[src/rtl/spi_bridge_pkg.sv]
// spi_bridge_pkg
//   Shared types and constants for the SPI-byte to register-bus bridge:
//   FSM state encoding, command byte field positions, the flag-clear command
//   and the bit positions of the status byte returned on tx_byte.
package spi_bridge_pkg;

   typedef enum logic [2:0] {
      S_CMD   = 3'd0,
      S_ADDR  = 3'd1,
      S_WDATA = 3'd2,
      S_WBUS  = 3'd3,
      S_RBUS  = 3'd4,
      S_RDATA = 3'd5
   } state_t;

   localparam int         CMD_WR_BIT  = 7;
   localparam int         CMD_LEN_MSB = 6;
   localparam int         CMD_LEN_LSB = 4;
   localparam logic [7:0] CMD_CLR     = 8'hFF;

   localparam int ST_OVR  = 3;
   localparam int ST_ERR  = 2;
   localparam int ST_TMO  = 1;
   localparam int ST_BUSY = 0;

   function automatic logic [7:0] status_byte(input logic [3:0] tag,
                                              input logic       ovr,
                                              input logic       err,
                                              input logic       tmo,
                                              input logic       busy);
      logic [7:0] s;
      s          = 8'h00;
      s[7:4]     = tag;
      s[ST_OVR]  = ovr;
      s[ST_ERR]  = err;
      s[ST_TMO]  = tmo;
      s[ST_BUSY] = busy;
      return s;
   endfunction

endpackage

[src/rtl/spi_bridge_if.sv]
// spi_bridge_if
//   Register-bus handshake between the bridge (master) and the register bank (slave).
//   bus_req   master->slave  request, held until bus_ack
//   bus_we    master->slave  1 = write, 0 = read
//   bus_addr  master->slave  register address (ADDR_W bits)
//   bus_wdata master->slave  write data
//   bus_rdata slave->master  read data, valid with bus_ack
//   bus_ack   slave->master  one-cycle completion strobe
interface spi_bridge_if #(
   parameter int unsigned ADDR_W = 8
);
   logic              bus_req;
   logic              bus_we;
   logic [ADDR_W-1:0] bus_addr;
   logic [7:0]        bus_wdata;
   logic [7:0]        bus_rdata;
   logic              bus_ack;

   modport master (
      output bus_req, bus_we, bus_addr, bus_wdata,
      input  bus_rdata, bus_ack
   );

   modport slave (
      input  bus_req, bus_we, bus_addr, bus_wdata,
      output bus_rdata, bus_ack
   );
endinterface

[src/rtl/spi_bridge_timeout.sv]
// spi_bridge_timeout
//   Idle watchdog for a partially received frame. Down-counter reloads whenever
//   disabled or cleared; expire_o pulses on the TIMEOUT_CYC-th consecutive enabled,
//   uncleared cycle. Only instantiated when SPI_BRIDGE_TIMEOUT_EN is defined.
//   clk       system clock
//   reset_n   asynchronous active-low reset
//   en_i      counting allowed (frame in progress, no bus op in flight)
//   clr_i     activity seen (byte event or bus ack), restart the count
//   expire_o  one-cycle expiry pulse
module spi_bridge_timeout #(
   parameter int unsigned TIMEOUT_CYC = 4096
) (
   input  logic clk,
   input  logic reset_n,
   input  logic en_i,
   input  logic clr_i,
   output logic expire_o
);
   localparam int unsigned    CW   = $clog2(TIMEOUT_CYC + 1);
   localparam logic [CW-1:0]  LOAD = CW'(TIMEOUT_CYC);

   logic [CW-1:0] cnt_q;

   always_ff @(posedge clk or negedge reset_n) begin
      if (!reset_n) begin
         cnt_q <= LOAD;
      end else if (clr_i || !en_i) begin
         cnt_q <= LOAD;
      end else if (cnt_q != '0) begin
         cnt_q <= cnt_q - CW'(1);
      end
   end

   assign expire_o = en_i && !clr_i && (cnt_q == CW'(1));
endmodule

[src/rtl/spi_reg_bridge.sv]
// spi_reg_bridge
//   Turns the byte-per-SS-frame stream from the SPI slave into register-bus
//   reads/writes. Frame: CMD, ADDR, then cmd[6:4]+1 data bytes (cmd[7]=1 write).
//   cmd 8'hFF clears the sticky flags; any other cmd with cmd[3:0]!=0 is rejected.
//   tx_byte carries read data after a read completes, otherwise the status byte
//   {STATUS_TAG, ovr, err_cmd, tmo, busy}; it only moves on bridge transitions.
//   Optional macro SPI_BRIDGE_TIMEOUT_EN: abort a stalled partial frame after
//   TIMEOUT_CYC idle cycles and set tmo. Undefined: tmo reads 0, no abort.
// Ports
//   clk       system clock
//   reset_n   asynchronous active-low reset
//   rx_byte   received byte, valid while rx_done high
//   rx_done   level; rising edge marks one new byte
//   tx_byte   byte preloaded by the SPI slave at next SS fall
//   bus       register-bus master (bus_req/we/addr/wdata out, bus_rdata/ack in)
//
// state   | meaning
// S_CMD   | idle, waiting for command byte
// S_ADDR  | command accepted, waiting for address byte
// S_WDATA | waiting for next write data byte
// S_WBUS  | write in progress on register bus
// S_RBUS  | read in progress on register bus
// S_RDATA | read data on tx_byte, waiting for dummy byte
module spi_reg_bridge
   import spi_bridge_pkg::*;
#(
   parameter int unsigned ADDR_W      = 8,
   parameter int unsigned TIMEOUT_CYC = 4096,
   parameter logic [3:0]  STATUS_TAG  = 4'hA
) (
   input  logic         clk,
   input  logic         reset_n,
   input  logic [7:0]   rx_byte,
   input  logic         rx_done,
   output logic [7:0]   tx_byte,
   spi_bridge_if.master bus
);
   state_t            state_q, state_d;
   logic              rx_done_q;
   logic [2:0]        cnt_q, cnt_d;
   logic              req_q, req_d;
   logic              we_q, we_d;
   logic [ADDR_W-1:0] addr_q, addr_d;
   logic [7:0]        wdata_q, wdata_d;
   logic [7:0]        tx_q, tx_d;
   logic              ovr_q, ovr_d;
   logic              err_q, err_d;
   logic              tmo_q, tmo_d;
   logic              byte_evt;
   logic              ack_evt;
   logic              tmo_expire;
   logic              rd_load;
   logic              cmd_evt;

   assign byte_evt = rx_done && !rx_done_q;
   assign ack_evt  = req_q && bus.bus_ack;

`ifdef SPI_BRIDGE_TIMEOUT_EN
   spi_bridge_timeout #(
      .TIMEOUT_CYC (TIMEOUT_CYC)
   ) u_timeout (
      .clk      (clk),
      .reset_n  (reset_n),
      .en_i     ((state_q != S_CMD) && !req_q),
      .clr_i    (byte_evt || ack_evt),
      .expire_o (tmo_expire)
   );
`else
   assign tmo_expire = 1'b0;
`endif

   always_comb begin
      state_d = state_q;
      cnt_d   = cnt_q;
      req_d   = req_q;
      we_d    = we_q;
      addr_d  = addr_q;
      wdata_d = wdata_q;
      tx_d    = tx_q;
      ovr_d   = ovr_q;
      err_d   = err_q;
      tmo_d   = tmo_q;
      rd_load = 1'b0;
      cmd_evt = 1'b0;

      // Bus completion is resolved first so a same-cycle byte sees the new state.
      if (ack_evt) begin
         req_d  = 1'b0;
         addr_d = addr_q + ADDR_W'(1);
         if (state_q == S_RBUS) begin
            state_d = S_RDATA;
            rd_load = 1'b1;
         end else if (cnt_q == 3'd0) begin
            state_d = S_CMD;
         end else begin
            cnt_d   = cnt_q - 3'd1;
            state_d = S_WDATA;
         end
      end else if (!req_q && (state_q == S_WBUS || state_q == S_RBUS)) begin
         req_d = 1'b1;
      end

      if (byte_evt) begin
         unique case (state_d)
            S_CMD: begin
               cmd_evt = 1'b1;
               if (rx_byte == CMD_CLR) begin
                  ovr_d = 1'b0;
                  err_d = 1'b0;
                  tmo_d = 1'b0;
               end else if (rx_byte[3:0] != 4'h0) begin
                  err_d = 1'b1;
               end else begin
                  we_d    = rx_byte[CMD_WR_BIT];
                  cnt_d   = rx_byte[CMD_LEN_MSB:CMD_LEN_LSB];
                  state_d = S_ADDR;
               end
            end
            S_ADDR: begin
               addr_d  = ADDR_W'(rx_byte);
               state_d = we_d ? S_WDATA : S_RBUS;
            end
            S_WDATA: begin
               wdata_d = rx_byte;
               state_d = S_WBUS;
            end
            S_RDATA: begin
               rd_load = 1'b0;
               if (cnt_d != 3'd0) begin
                  cnt_d   = cnt_d - 3'd1;
                  state_d = S_RBUS;
               end else begin
                  state_d = S_CMD;
               end
            end
            default: begin
               // Bus op still in flight: drop the byte, flag it, let the op finish.
               ovr_d = 1'b1;
            end
         endcase
      end

      // Expiry can only fire with no bus op in flight and no activity this cycle.
      if (tmo_expire && (TIMEOUT_CYC != 0)) begin
         state_d = S_CMD;
         req_d   = 1'b0;
         tmo_d   = 1'b1;
      end

      if (rd_load) begin
         tx_d = bus.bus_rdata;
      end else if (state_d != state_q || cmd_evt) begin
         tx_d = status_byte(STATUS_TAG, ovr_d, err_d, tmo_d, state_d != S_CMD);
      end
   end

   always_ff @(posedge clk or negedge reset_n) begin
      if (!reset_n) begin
         state_q   <= S_CMD;
         rx_done_q <= 1'b0;
         cnt_q     <= 3'd0;
         req_q     <= 1'b0;
         we_q      <= 1'b0;
         addr_q    <= '0;
         wdata_q   <= 8'h00;
         tx_q      <= {STATUS_TAG, 4'b0000};
         ovr_q     <= 1'b0;
         err_q     <= 1'b0;
         tmo_q     <= 1'b0;
      end else begin
         state_q   <= state_d;
         rx_done_q <= rx_done;
         cnt_q     <= cnt_d;
         req_q     <= req_d;
         we_q      <= we_d;
         addr_q    <= addr_d;
         wdata_q   <= wdata_d;
         tx_q      <= tx_d;
         ovr_q     <= ovr_d;
         err_q     <= err_d;
         tmo_q     <= tmo_d;
      end
   end

   assign bus.bus_req   = req_q;
   assign bus.bus_we    = we_q;
   assign bus.bus_addr  = addr_q;
   assign bus.bus_wdata = wdata_q;
   assign tx_byte       = tx_q;
endmodule

[src/flat_wrapper.sv]
// flat-port wrapper written by rule: the top's interface ports become plain ports
module spi_reg_bridge_flat import spi_bridge_pkg::*;
#(
   parameter int unsigned ADDR_W      = 8,
   parameter int unsigned TIMEOUT_CYC = 4096,
   parameter logic [3:0]  STATUS_TAG  = 4'hA
)
  (clk, reset_n, rx_byte, rx_done, tx_byte, bus_bus_req, bus_bus_we, bus_bus_addr, bus_bus_wdata, bus_bus_rdata, bus_bus_ack);
  spi_bridge_if #(.ADDR_W(ADDR_W)) bus_i ();
  input  logic clk;
  input  logic reset_n;
  input  logic [7:0] rx_byte;
  input  logic rx_done;
  output logic [7:0] tx_byte;
  output wire logic [$bits(bus_i.bus_req)-1:0] bus_bus_req;
  output wire logic [$bits(bus_i.bus_we)-1:0] bus_bus_we;
  output wire logic [$bits(bus_i.bus_addr)-1:0] bus_bus_addr;
  output wire logic [$bits(bus_i.bus_wdata)-1:0] bus_bus_wdata;
  input wire logic [$bits(bus_i.bus_rdata)-1:0] bus_bus_rdata;
  input wire logic [$bits(bus_i.bus_ack)-1:0] bus_bus_ack;
  assign bus_bus_req = bus_i.bus_req;
  assign bus_bus_we = bus_i.bus_we;
  assign bus_bus_addr = bus_i.bus_addr;
  assign bus_bus_wdata = bus_i.bus_wdata;
  assign bus_i.bus_rdata = bus_bus_rdata;
  assign bus_i.bus_ack = bus_bus_ack;
  spi_reg_bridge #(.ADDR_W(ADDR_W), .TIMEOUT_CYC(TIMEOUT_CYC), .STATUS_TAG(STATUS_TAG)) u_core (.clk(clk), .reset_n(reset_n), .rx_byte(rx_byte), .rx_done(rx_done), .tx_byte(tx_byte), .bus(bus_i));
endmodule
[config.mk]
export PLATFORM = sky130hd
export DESIGN_NAME = spi_reg_bridge_flat
export DESIGN_NICKNAME = d
export VERILOG_FILES = /design/src/rtl/spi_bridge_pkg.sv /design/src/rtl/spi_bridge_if.sv /design/src/rtl/spi_bridge_timeout.sv /design/src/rtl/spi_reg_bridge.sv /design/src/flat_wrapper.sv
export SDC_FILE = /design/constraint.sdc
export NUM_CORES = 1
export LEC_CHECK = 0
export BUFFER_PORTS_ARGS = -buffer_cell sky130_fd_sc_hd__buf_2
export CELL_PAD_IN_SITES_DETAIL_PLACEMENT = 2
export CELL_PAD_IN_SITES_GLOBAL_PLACEMENT = 2
export CORE_UTILIZATION = 30
export CTS_CLUSTER_SIZE = 14
export DETAILED_ROUTE_END_ITERATION = 12
export GPL_TIMING_DRIVEN = 0
export PLACE_DENSITY = 0.78
export SLEW_MARGIN = 20
export SYNTH_ARGS = -nofsm -noshare
export SYNTH_HDL_FRONTEND = slang
export SYNTH_SLANG_ARGS = --single-unit
export TNS_END_PERCENT = 10
[constraint.sdc]
create_clock -name clk -period 3.2 [get_ports clk]
set_input_delay 0.48 -clock clk [delete_from_list [all_inputs] [get_ports clk]]
set_output_delay 0.48 -clock clk [all_outputs]
set_load 0.01 [all_outputs]
==> impl_metrics.tcl, run 1 <==
set metrics [dict create \
    cpPeakStageDelay_ns 0.36 \
    die-height_um 84.8 \
    ir_drop_mv 0.324 \
    netlist_area_um2 2060 \
    grt_pass1_wl_um 10600 \
    final.setup_skew_ns 0.00975 \
    dpl.hpwl_um 4660 \
    finish.utilization_pct 39.6 \
    portBuffers 45 \
    path_common_cell "ha_2" \
    cp_num_buf_inv 1 \
    post-place-ws_ns -0.811 \
    yosysWarnings 0 \
    drive_gt1_share_pct 33.2 \
    crit_path_start_kind "register" \
    tightest_slew_ns 0.825 \
    report.final.hold_viol_count 0 \
    setup_ws_ns 0.187 \
    worst_path_dominant_cell_family "compound AO/OA/AOI/OAI gates" \
    drtIter0Drc 84 \
    worstPathRequired_ns 3.37 \
    num_rows 29 \
    synth.distinct_cells 48 \
    track_usage_pct 18.8 \
    core_um2 6490 \
    wire_per_inst_um 18.1 \
    worstReg2RegStart "u_core.cnt_q[0]$_DFF_PN0_" \
    ant_nets 0 \
    r2r-end "u_core.tx_byte[0]$_DFFE_PN0P_" \
    fp.dieW_um 84.8 \
    cts-htree-levels 2 \
    cp_max_fo 5 \
    power_density_nw_per_um2 867 \
    worst_hold_slack_ns 0.278 \
    synth_edf_count 0 \
    setup_viol 0 \
    cts_tree "done" \
    hold_path_class "primary input to asynchronous set/reset pin" \
    crit_slowest_cell "dfrtp_1" \
    async_flop_share_pct 100 \
    yosys.area.top_type "dfrtp_1" \
    initial_core_util_pct 31.7 \
    finalCritPeriodShare_pct 94.2 \
    path_depth 13 \
    grt_max_degree 37 \
    rsz0062_at_grt "no" \
    status "finished, violations left" \
    synth_area_per_cell_um2 9.66 \
    path_class "register to register" \
    grt-ovfl-total 0 \
    syn2layout_area_growth_pct 25.2 \
    cts-root-buf "clkbuf_8" \
    seq_area_frac_synth_pct 43.9 \
    num_antenna_cells 0 \
    first_pass_iters 8 \
    cp-end-kind "register" \
    totalWireLength_um 6290 \
    numCtsBuffers 5 \
    maxCapViolCount 0 \
    vias 1841 \
    antenna_found_initial 0 \
    ctsHoldBuffers 0 \
    gp_congestion 0.852 \
    synth_ff_type "dfrtp_1" \
    cp.arrival_ns 3.18 \
    path_cells "inv_1 -> ha_1 -> ha_2 -> nor3_4 -> nand2_1 -> o21ai_0 -> ha_2 -> ha_4 -> a41oi_2 -> a21oi_2 -> o22ai_1 -> o32a_1 -> mux2_2" \
    clk_latency_ns 0.29 \
    fmax_mhz 332 \
    pin_count 46 \
    postSynthCellCount 213 \
    nNetsFinal 297 \
    ys_ff_latch 36 \
    die-area_um2 7190 \
    cts.sinks 36 \
    grt_pass1_vias 2041 \
    syn-num-nets 240 \
    slew_viol_final 0 \
    cts.clk_slew.worst_paths_ns 0.08 \
    synth_top_area_share_pct 41.4 \
    drc_errors 1 \
    period_needed_ns 3.01 \
    synth_area_leaders "dfrtp_1 (41%), mux2_2 (7.7%), a21oi_1 (4.4%)" \
    violations "DRC" \
    clockBufferDepth 2 \
    via_per_inst 5.29 \
    leakage_nw 1.16 \
    worstRegToRegCells 13 \
    maxSlewHeadroom_pct 45.0 \
    n_fill_cell 721 \
    rrSetupSlack_ns 0.19 \
]
==> final cells by class <==
class                   instances  area (um^2)  area share (%)
plain buffers                  10         46.3            1.80
clock buffers                   8          100            3.89
inverters                      13         48.8            1.90
multi-input cells             154         1120            43.4
flip-flops and latches         36          903            35.1
well taps                      77         96.3            3.74
repair buffers                 50          263            10.2
==> worst max-delay path by stage <==
stage / start / endpoint / slack [ns]
final: u_core.cnt_q[0]$_DFF_PN0_ / u_core.tx_byte[0]$_DFFE_PN0P_ / 0.19
after global routing: u_core.cnt_q[0]$_DFF_PN0_ / u_core.tx_byte[0]$_DFFE_PN0P_ / 0.02
after CTS: u_core.cnt_q[0]$_DFF_PN0_ / u_core.tx_byte[0]$_DFFE_PN0P_ / 0.02
after detailed placement: u_core.cnt_q[0]$_DFF_PN0_ / u_core.tx_byte[0]$_DFFE_PN0P_ / -0.81
after global placement: u_core.cnt_q[0]$_DFF_PN0_ / u_core.tx_byte[3]$_DFFE_PN0P_ / -0.70
after floorplan: u_core.cnt_q[0]$_DFF_PN0_ / u_core.tx_byte[0]$_DFFE_PN0P_ / 0.01
==> cells in the mapped netlist (all sizes together) (4+ instances only) <==
cell	count
o21ai	8
mux2i	4
nand3	5
inv	13
a21oi	18
nor2	22
buf	6
xnor2	4
o22ai	6
clkbuf	4
xor2	5
mux2	14
nand2	13
dfrtp	34
nor3	7
ha	7
==> per-layer routing <==
metal  vias to the layer above  GRT usage, %  part of all wire [%]
met5                         -             0                     0
met3                        10          3.05                   2.3
met2                        29          32.1                    49
met4                         0          5.70                   1.8
met1                       932          24.6                    47
li1                        870             -                     -
==> sequential cells by signal (all words and copies together), names as in the netlist <==
signal	cells
u_core.ovr_q	1
u_core.bus.bus_addr	8
u_core.rx_done_q	1
u_core.bus.bus_req	1
u_core.bus.bus_we	1
u_core.err_q	1
u_core.tmo_q	1
u_core.tx_byte	8
u_core.bus.bus_wdata	8
u_core.cnt_q	3
u_core.state_q	3
==> cell usage in the layout, fill, tap and decap left out, drive strengths merged, types with 2 or more instances in the layout <==
master,instances
a32oi,2
o22ai,6
dfrtp,34
dfstp,2
inv,13
mux2i,4
nand2,13
buf,56
mux2,14
clkbuf,12
nor2b,2
nor3,7
nor2,22
a22o,3
and2,2
nand3,5
xor2,5
and3,2
a21oi,18
nand2b,3
xnor2,4
o21ai,8
a31oi,2
a21o,3
ha,7
nand4,3
==> cells by family (layout without fill, tap and decap cells) <==
group | after synthesis | count (layout) | share of synthesized area, %
simple gates | 66 | 66 | 15.8
flops | 36 | 36 | 43.9
mux | 18 | 18 | 9.61
fa+ha+maj | 7 | 7 | 4.26
buf+inv | 23 | 81 | 4.62
compound gates | 54 | 54 | 17.9
xor+xnor | 9 | 9 | 3.83
==> report_power, final <==
| part | leakage, nW | switching (W) | internal (W) |
|---|---|---|---|
| clock network | 0.0515 | 0.000164 | 0.000197 |
| logic | 0.689 | 0.000617 | 0.000506 |
| registers | 0.419 | 0.000133 | 0.000617 |
==> worst reg2reg max path: cells and delay by family, from the launching register on <==
kind	cells	cell delay [ns]
buffers and inverters	1	0.05
multiplexers	1	0.26
flip-flops	1	0.36
AND/OR/NAND/NOR	2	0.36
AO/OA/AOI/OAI	5	0.97
adder cells (fa/ha/maj)	4	0.89
==> stage by stage <==
step | TNS, ns | instances | power, W | cell area (um^2)
2_1_floorplan | 0 | 213 | 0.00141 | 2060
3_3_place_gp | -4.40 | 335 | 0.00171 | 2380
3_5_place_dp | -5.25 | 335 | 0.00177 | 2380
4_1_cts | 0 | 346 | 0.00221 | 2540
5_1_grt | 0 | 348 | 0.00240 | 2570
6_report | 0 | 348 | 0.00223 | 2570
==> what timing repair did <==
item / CTS / global route
cloned: 0 / 0
resized for setup: 7 / 4
setup buffers: 3 / 2
endpoints found under the setup margin: 8 / 4
pin swaps: 2 / 2
Note: power is estimated with default switching activity, not from simulation.
==> run 2, diff against run 1 <==
- REMOVE_ABC_BUFFERS: not set -> 1
==> impl_metrics.tcl, run 2 (synthesized netlist as in run 1, its figures left out) <==
set metrics [dict create \
    period_needed_ns 3.00 \
    pin_count 46 \
    cp_max_fo 5 \
    grt_max_degree 37 \
    rrSetupSlack_ns 0.20 \
    cp-end-kind "register" \
    numCtsBuffers 5 \
    grt-ovfl-total 0 \
    num_antenna_cells 0 \
    cts-htree-levels 2 \
    die-height_um 84.8 \
    cts.clk_slew.worst_paths_ns 0.07 \
    path_cells "inv_1 -> ha_1 -> ha_2 -> nor3_4 -> o21ai_1 -> ha_2 -> ha_2 -> a41oi_2 -> a21oi_2 -> buf_4 -> a2111oi_4 -> buf_4 -> mux2_2" \
    fmax_mhz 333 \
    finalCritPeriodShare_pct 93.9 \
    final.setup_skew_ns 0.00652 \
    ir_drop_mv 0.347 \
    mostFrequentLayoutCells "buf_2 (45), dfrtp_1 (34), nor2_1 (22)" \
    drc_errors 0 \
    worstReg2RegStart "u_core.cnt_q[0]$_DFF_PN0_" \
    gp_congestion 0.753 \
    crit_path_start_kind "register" \
    path_class "register to register" \
    tightest_slew_ns 0.807 \
    report.final.hold_viol_count 0 \
    worstPathRequired_ns 3.37 \
    r2r-end "u_core.tx_byte[1]$_DFFE_PN0P_" \
    first_pass_iters 4 \
    ctsHoldBuffers 0 \
    cp.arrival_ns 3.18 \
    core_um2 6490 \
    drtIter0Drc 60 \
    clk_latency_ns 0.29 \
    num_rows 29 \
    ant_nets 0 \
    place_inst 325 \
    path_common_cell "ha_2" \
    nNetsFinal 290 \
    totalWireLength_um 5840 \
    track_usage_pct 17.3 \
    die-area_um2 7190 \
    maxCapViolCount 0 \
    grt_pass1_wl_um 9520 \
    dpl.hpwl_um 4220 \
    drive_gt1_share_pct 34.1 \
    clockBufferDepth 2 \
    vias 1829 \
    crit_slowest_cell "dfrtp_1" \
    layout_commonest_cell "buf_2" \
    hold_path_class "primary input to asynchronous set/reset pin" \
    status "complete, no violations" \
    antenna_found_initial 0 \
    portBuffers 45 \
    power_w 0.00224 \
    maxSlewHeadroom_pct 46.2 \
    via_per_inst 5.36 \
    wire_per_inst_um 17.1 \
    leakage_nw 1.15 \
    cts_tree "done" \
    cpPeakStageDelay_ns 0.35 \
    stdcell_count 341 \
    slew_viol_final 0 \
    cts.sinks 36 \
    cts-root-buf "clkbuf_8" \
    syn2layout_area_growth_pct 24.2 \
    fp.dieW_um 84.8 \
    grt_pass1_vias 1915 \
    setup_viol 0 \
    power_density_nw_per_um2 879 \
    initial_core_util_pct 31.7 \
    worstRegToRegCells 13 \
]
-- run 2: changes by cell type in the layout (fill, tap and decap cells not counted), moves of 2 or more --
cell | previous run | this run
clkbuf_1 | 5 | 0
buf_2 | 49 | 45
buf_4 | 6 | 8
clkbuf_8 | 7 | 5
-- run 2: timing repair --
action	4_1_cts	5_1_grt
pin swaps	2	3
setup buffers	3	5
gates resized for setup	5	7
endpoints found under the setup margin	8	6
-- run 2: metrics by stage --
step | cell area, um^2 | setup TNS (ns) | hold slack, ns | setup slack, ns | util [%]
2_1_floorplan | 2010 | 0 | 0.184 | 0.0126 | -
3_3_place_gp | 2330 | -4.49 | 0.446 | -0.717 | 35.9
3_5_place_dp | 2330 | -4.50 | 0.460 | -0.715 | 35.9
4_1_cts | 2490 | 0 | 0.309 | 0.0327 | 38.4
5_1_grt | 2550 | -0.0107 | 0.321 | -0.0107 | 39.3
6_report | 2550 | 0 | 0.269 | 0.195 | 39.3
-- run 2: critical path, delay by kind of cell, from the launching register on --
family                     cells  cell delay [ns]
AOI/OAI and AO/OA              4             0.67
adders and majority gates      4             0.86
buffers and inverters          3             0.39
DFF                            1             0.35
muxes                          1             0.33
and+or+nand+nor                1             0.29
-- run 2: area by class of cell --
class / instances / area (um^2)
sequential: 36 / 903
timing repair buffer: 53 / 285
inverter: 13 / 48.8
fill: 716 / 3940
clock buffer: 5 / 68.8
clock inverter: 3 / 42.5
multi-input combinational: 154 / 1110
tap: 77 / 96.3
-- run 2: how the worst max path moves through the flow --
stage                                          endpoint                        start  cells past startpoint  slack [ns]
final                     u_core.tx_byte[1]$_DFFE_PN0P_    u_core.cnt_q[0]$_DFF_PN0_                     13        0.20
after global placement    u_core.tx_byte[3]$_DFFE_PN0P_                  bus_bus_ack                     10       -0.72
after global routing      u_core.tx_byte[0]$_DFFE_PN0P_    u_core.cnt_q[0]$_DFF_PN0_                     13       -0.01
after floorplan           u_core.tx_byte[0]$_DFFE_PN0P_    u_core.cnt_q[0]$_DFF_PN0_                     11        0.01
after detailed placement  u_core.tx_byte[1]$_DFFE_PN0P_                  bus_bus_ack                     10       -0.72
after CTS                 u_core.tx_byte[0]$_DFFE_PN0P_  u_core.state_q[2]$_DFF_PN0_                     10        0.03
-- run 2: routing by layer --
| layer | share of wire, % | GRT usage, % | wire [um] |
|---|---|---|---|
| met1 | 44 | 21.7 | 2600 |
| met5 | 0 | 0 | 0 |
| met2 | 52 | 29.6 | 3010 |
| met3 | 2.6 | 3.44 | 154 |
| met4 | 1.3 | 6.01 | 77 |
-- run 2: report_power, final --
part	internal, W	leakage (nW)	switching (W)
clock network	0.000231	0.0541	0.000169
logic	0.000501	0.678	0.000554
registers	0.000616	0.419	0.000174
total	0.00135	1.15	0.000898
